## src/rtl/alu_issue_unit_if.sv

```systemverilog
// Instruction handshake between an issuing master and the ALU issue unit.
interface alu_issue_unit_if #(
    parameter int AW = 2
);
    logic          instr_valid;
    logic          instr_ready;
    logic [2:0]    instr_op;
    logic [AW-1:0] instr_rd;
    logic [AW-1:0] instr_rs1;
    logic [AW-1:0] instr_rs2;
    logic          instr_usec;

    modport master (
        output instr_valid, instr_op, instr_rd, instr_rs1, instr_rs2, instr_usec,
        input  instr_ready
    );

    modport slave (
        input  instr_valid, instr_op, instr_rd, instr_rs1, instr_rs2, instr_usec,
        output instr_ready
    );
endinterface

```

## src/rtl/alu_issue_unit.sv

```systemverilog
// Three-phase issue sequencer for the 8-bit ALU: accept, register operands,
// then write the ALU result back and update the sticky {C,Z,S,V} flags.
module alu_issue_unit #(
    parameter int NREG = 4,
    parameter int AW   = $clog2(NREG)
) (
    input  logic                clk,
    input  logic                rst_n,
    alu_issue_unit_if.slave     instr,
    input  logic                wr_en,
    input  logic [AW-1:0]       wr_addr,
    input  logic [7:0]          wr_data,
    input  logic [AW-1:0]       rd_addr,
    output logic [7:0]          rd_data,
    output logic [7:0]          alu_a,
    output logic [7:0]          alu_b,
    output logic [2:0]          alu_op,
    output logic                alu_cin,
    input  logic [7:0]          alu_res,
    input  logic                alu_cout,
    input  logic                alu_zero,
    input  logic                alu_sign,
    input  logic                alu_ovf,
    output logic [3:0]          flags,
    output logic                done
);

    typedef enum logic [1:0] {
        IDLE = 2'd0,
        READ = 2'd1,
        EXEC = 2'd2
    } state_t;

    state_t        state, state_nx;
    logic          accept;

    logic [2:0]    op_q;
    logic [AW-1:0] rd_q;
    logic [AW-1:0] rs1_q;
    logic [AW-1:0] rs2_q;
    logic          usec_q;

    logic [7:0]    regs [NREG];
    logic          flag_c, flag_z, flag_s, flag_v;

    assign instr.instr_ready = (state == IDLE);
    assign accept            = instr.instr_valid && (state == IDLE);
    assign rd_data           = regs[rd_addr];
    assign flags             = {flag_c, flag_z, flag_s, flag_v};

    always_ff @(posedge clk or negedge rst_n) begin
        if (!rst_n) begin
            state <= IDLE;
        end else begin
            state <= state_nx;
        end
    end

    always_comb begin
        state_nx = state;
        case (state)
            IDLE:    if (accept) state_nx = READ;
            READ:    state_nx = EXEC;
            EXEC:    state_nx = IDLE;
            default: state_nx = IDLE;
        endcase
    end

    always_ff @(posedge clk or negedge rst_n) begin
        if (!rst_n) begin
            op_q   <= '0;
            rd_q   <= '0;
            rs1_q  <= '0;
            rs2_q  <= '0;
            usec_q <= 1'b0;
        end else if (accept) begin
            op_q   <= instr.instr_op;
            rd_q   <= instr.instr_rd;
            rs1_q  <= instr.instr_rs1;
            rs2_q  <= instr.instr_rs2;
            usec_q <= instr.instr_usec;
        end
    end

    always_ff @(posedge clk or negedge rst_n) begin
        if (!rst_n) begin
            alu_a   <= '0;
            alu_b   <= '0;
            alu_op  <= '0;
            alu_cin <= 1'b0;
        end else if (state == READ) begin
            alu_a   <= regs[rs1_q];
            alu_b   <= regs[rs2_q];
            alu_op  <= op_q;
            alu_cin <= usec_q & flag_c;
        end
    end

    // Writeback is assigned after the host write so it takes priority on an
    // address collision in the EXEC cycle.
    always_ff @(posedge clk or negedge rst_n) begin
        if (!rst_n) begin
            for (int unsigned i = 0; i < NREG; i++) begin
                regs[i] <= '0;
            end
        end else begin
            if (wr_en) begin
                regs[wr_addr] <= wr_data;
            end
            if (state == EXEC) begin
                regs[rd_q] <= alu_res;
            end
        end
    end

    // Carry is only meaningful from add/sub; other ops leave C untouched.
    always_ff @(posedge clk or negedge rst_n) begin
        if (!rst_n) begin
            flag_c <= 1'b0;
            flag_z <= 1'b0;
            flag_s <= 1'b0;
            flag_v <= 1'b0;
        end else if (state == EXEC) begin
            flag_z <= alu_zero;
            flag_s <= alu_sign;
            flag_v <= alu_ovf;
            if (op_q == 3'b000 || op_q == 3'b001) begin
                flag_c <= alu_cout;
            end
        end
    end

    always_ff @(posedge clk or negedge rst_n) begin
        if (!rst_n) begin
            done <= 1'b0;
        end else begin
            done <= (state == EXEC);
        end
    end

endmodule

```

## src/flat_wrapper.sv

```systemverilog
// flat-port wrapper written by rule: the top's interface ports become plain ports
module alu_issue_unit_flat 
#(
    parameter int NREG = 4,
    parameter int AW   = $clog2(NREG)
)
  (clk, rst_n, wr_en, wr_addr, wr_data, rd_addr, rd_data, alu_a, alu_b, alu_op, alu_cin, alu_res, alu_cout, alu_zero, alu_sign, alu_ovf, flags, done, instr_instr_valid, instr_instr_op, instr_instr_rd, instr_instr_rs1, instr_instr_rs2, instr_instr_usec, instr_instr_ready);
  alu_issue_unit_if #(.AW(AW)) instr_i ();
  input  logic clk;
  input  logic rst_n;
  input  logic wr_en;
  input  logic [AW-1:0] wr_addr;
  input  logic [7:0] wr_data;
  input  logic [AW-1:0] rd_addr;
  output logic [7:0] rd_data;
  output logic [7:0] alu_a;
  output logic [7:0] alu_b;
  output logic [2:0] alu_op;
  output logic alu_cin;
  input  logic [7:0] alu_res;
  input  logic alu_cout;
  input  logic alu_zero;
  input  logic alu_sign;
  input  logic alu_ovf;
  output logic [3:0] flags;
  output logic done;
  input wire logic [$bits(instr_i.instr_valid)-1:0] instr_instr_valid;
  input wire logic [$bits(instr_i.instr_op)-1:0] instr_instr_op;
  input wire logic [$bits(instr_i.instr_rd)-1:0] instr_instr_rd;
  input wire logic [$bits(instr_i.instr_rs1)-1:0] instr_instr_rs1;
  input wire logic [$bits(instr_i.instr_rs2)-1:0] instr_instr_rs2;
  input wire logic [$bits(instr_i.instr_usec)-1:0] instr_instr_usec;
  output wire logic [$bits(instr_i.instr_ready)-1:0] instr_instr_ready;
  assign instr_i.instr_valid = instr_instr_valid;
  assign instr_i.instr_op = instr_instr_op;
  assign instr_i.instr_rd = instr_instr_rd;
  assign instr_i.instr_rs1 = instr_instr_rs1;
  assign instr_i.instr_rs2 = instr_instr_rs2;
  assign instr_i.instr_usec = instr_instr_usec;
  assign instr_instr_ready = instr_i.instr_ready;
  alu_issue_unit #(.NREG(NREG), .AW(AW)) u_core (.clk(clk), .rst_n(rst_n), .instr(instr_i), .wr_en(wr_en), .wr_addr(wr_addr), .wr_data(wr_data), .rd_addr(rd_addr), .rd_data(rd_data), .alu_a(alu_a), .alu_b(alu_b), .alu_op(alu_op), .alu_cin(alu_cin), .alu_res(alu_res), .alu_cout(alu_cout), .alu_zero(alu_zero), .alu_sign(alu_sign), .alu_ovf(alu_ovf), .flags(flags), .done(done));
endmodule
```

## config.mk

```make
export PLATFORM = sky130hd
export DESIGN_NAME = alu_issue_unit_flat
export DESIGN_NICKNAME = d
export VERILOG_FILES = /design/src/rtl/alu_issue_unit_if.sv /design/src/rtl/alu_issue_unit.sv /design/src/flat_wrapper.sv
export SDC_FILE = /design/constraint.sdc
export NUM_CORES = 1
export LEC_CHECK = 0
export ABC_AREA = 1
export CAP_MARGIN = 20
export CORE_MARGIN = 3
export CORE_UTILIZATION = 40
export CTS_BUF_LIST = sky130_fd_sc_hd__clkbuf_8
export DETAILED_ROUTE_END_ITERATION = 8
export PLACE_DENSITY = 0.7
export SLEW_MARGIN = 20
export SYNTH_ARGS = -nofsm -noshare
export SYNTH_HDL_FRONTEND = slang
export SYNTH_SLANG_ARGS = --single-unit
```

## constraint.sdc

```tcl
create_clock -name clk -period 1.8 [get_ports clk]
set_clock_uncertainty 0.2 [all_clocks]
set_input_delay 0.27 -clock clk [delete_from_list [all_inputs] [get_ports clk]]
set_output_delay 0.27 -clock clk [all_outputs]
set_load 0.05 [all_outputs]
```

==> results.toml <==
[status]
status = "finished, final reports clean"

[placement]
dp_hpwl_mm = 8.330
gp_congestion = 0.8568
portBuffers = 71
dpl_cell_area_um2 = 4905

[power]
leakage_nw = 2.698
vdd_ir_drop_max_v = 0.0007347
powerDensity_nw_per_um2 = 1500
power_mw = 7.781

[timing]
period_minus_slack_ns = 1.727
max_freq_ghz = 0.5792
worst_slew_pin_slew_ns = 0.3813
rsz0062_at_grt = "true"
setup_violations = 0
drv_slew = 0
hold_viol_final = 0
slew_headroom = 0.7458
fin_crit_sh = 0.9592

[synth]
ys_ff_latch = 69
synth.distinct_cells = 22
postSynthAreaPerCell_um2 = 6.927
ys_warn_count = 0
yosysSeqAreaShare = 0.4342
synth_area_um2 = 3976
syn_nets = 612
syn_inst = 574

[final_layout]
antenna_cells = 0
layout_commonest_cell = "nand2_1"
area_growth_pct = 30.49
fin_area_um2 = 5189
nets = 691
drive_gt1_frac = 0.1641
layout_common_cells = "nand2_1 (277), nand3_1 (83), dfrtp_1 (69), buf_4 (44), inv_1 (37)"

[global_route]
grt_overflow = 0
met2_usage = 0.3370
busiest_layer = "met2"
grt_use_met3 = 0.03735
grt_use_total = 0.2110
antenna_found_initial = 0
met1_usage = 0.2988
grt_max_degree = 70
grt_pass1_wl_mm = 19.11
grt_pass1_vias = 3846

[min_path]
min_path_type = "primary input to flop"
worstHoldStart = "instr_instr_usec"

[setup_path]
worstPathCellList = "inv_2, a21oi_1, o21ai_0, nand2_1, buf_12"
cp.arrival_ns = 1.26
crit_start = "u_core.regs[22]"
cp-end-kind = "primary output"
cp_max_fo = 4
required_ns = 1.33
cpPeakStageDelay_ns = 0.38
r2r_start = "u_core.rs1_q[1]"
cp-start-kind = "flop"
cpMaxStageDelayCell = "dfrtp_1"
worstSetupPathType = "flop to primary output"

[routing]
route.detailed.wl_per_inst_um = 14.68
num_vias = 4015
drc = 0
antenna_left = 0
vias_per_cell = 5.102
dr.pass1.iters = 5
drt-total-wl_mm = 11.55
initialDrtViolationCount = 371

[floorplan]
rows = 35
die_height_um = 105.7
dieArea_um2 = 11170
start_util = 0.4204
core_area_um2 = 9459
ios = 72
die_w_um = 105.7

[clock_network]
clock_sinks = 69
cts_tree = "built"
clkTransAtPathRegs_ns = 0.08
clk_latency_ns = 0.34
numCtsBuffers = 9
root_buffer = "clkbuf_8"
htree_levels = 3
cts_buffer_depth = 2

[job]
maxCapViolCount = 0
-- per-layer routing --
metal,up-vias,part of all wire
met1,1854,0.45
met3,22,0.071
met5,-,0
met4,0,0.014
li1,1970,-
met2,169,0.46
-- registers in the layout, indices dropped and copies added (netlist names) --
register,cells
u_core.op_q,3
u_core.alu_cin,1
u_core.rs2_q,2
u_core.alu_a,8
u_core.flag_z,1
u_core.alu_b,8
u_core.state,2
u_core.flag_c,1
u_core.usec_q,1
u_core.flag_v,1
u_core.regs,32
u_core.rs1_q,2
u_core.done,1
u_core.rd_q,2
u_core.alu_op,3
u_core.flag_s,1
-- synth_stat cells --
master	count	share of area
nand2_1	277	0.26
nand3_1	83	0.10
dfrtp_1	69	0.43
inv_1	49	0.046
o21ai_0	18	0.023
buf_2	17	0.021
a21oi_1	8	0.010
nand4_1	8	0.013
o211ai_1	8	0.015
buf_4	7	0.013
nand3_4	6	0.026
clkinv_2	4	0.0050
inv_2	4	0.0038
clkbuf_1	3	0.0028
clkinv_1	3	0.0028
o21ai_1	3	0.0038
nor2_4	2	0.0057
inv_4	1	0.0016
nand2_2	1	0.0016
nand3_2	1	0.0025
nor2_1	1	0.00094
nor2_2	1	0.0016
-- power breakdown --
group | leakage (nW) | total, mW | internal, mW | switching, mW
Sequential | 0.821 | 2.46 | 2.11 | 0.351
Clock | 0.110 | 1.43 | 0.816 | 0.619
Combinational | 1.77 | 3.89 | 1.30 | 2.59
Total | 2.70 | 7.78 | 4.22 | 3.56
-- layout make-up --
| type | instances | area (µm²) |
|---|---|---|
| clock buffers | 10 | 137.6 |
| clock inverters | 6 | 87.58 |
| fillers | 945 | 4270 |
| inverters | 61 | 236.5 |
| multi-input cells | 417 | 1867 |
| flip-flops and latches | 69 | 1727 |
| well taps | 129 | 161.4 |
| repair buffers | 95 | 972.2 |
-- timing repair --
item	4_1_cts	5_1_grt
resized for setup	6	13
hold endpoints to repair	69	0
gates cloned	1	0
buffers inserted	0	3
pin swaps	1	3
setup endpoints to repair	8	8
hold buffers	1	0
-- path summary, 6_finish.rpt --
kind                              endpoint  slack [ns]  depth (start not counted)
max                             rd_data[6]        0.07                          5
min                          u_core.usec_q        0.26                          3
max reg2reg                u_core.alu_a[5]        0.17                          5
min reg2reg                u_core.alu_b[1]        0.28                          2
max in group asynchronous  u_core.regs[11]        0.81                          3
min in group asynchronous   u_core.alu_cin        0.27                          3
-- critical path: cells and delay by family, from the launching register on --
kind | cells | cell delay (ns)
flip-flops | 1 | 0.38
AO/OA/AOI/OAI | 2 | 0.14
buffers and inverters | 2 | 0.27
AND/OR/NAND/NOR | 1 | 0.13
-- through the flow --
stage | utilization | setup WS [ns] | instances | hold slack, ns | setup TNS, ns
after global placement | 0.5185 | -0.08242 | 766 | 0.1195 | -0.4717
after detailed placement | 0.5185 | -0.08090 | 766 | 0.1230 | -1.183
after CTS | 0.5468 | 0.003052 | 784 | 0.2544 | 0
after floorplan | - | 0.1309 | 574 | -0.2256 | 0
after global routing | 0.5485 | -0.005711 | 787 | 0.2759 | -0.01455
final | 0.5485 | 0.07340 | 787 | 0.2583 | 0
-- cell families after synthesis --
logic type | synth area share
flops | 0.4342
simple gates | 0.4172
compound gates | 0.05161
buf+inv | 0.09692
Note: power is estimated with default switching activity, not from simulation.
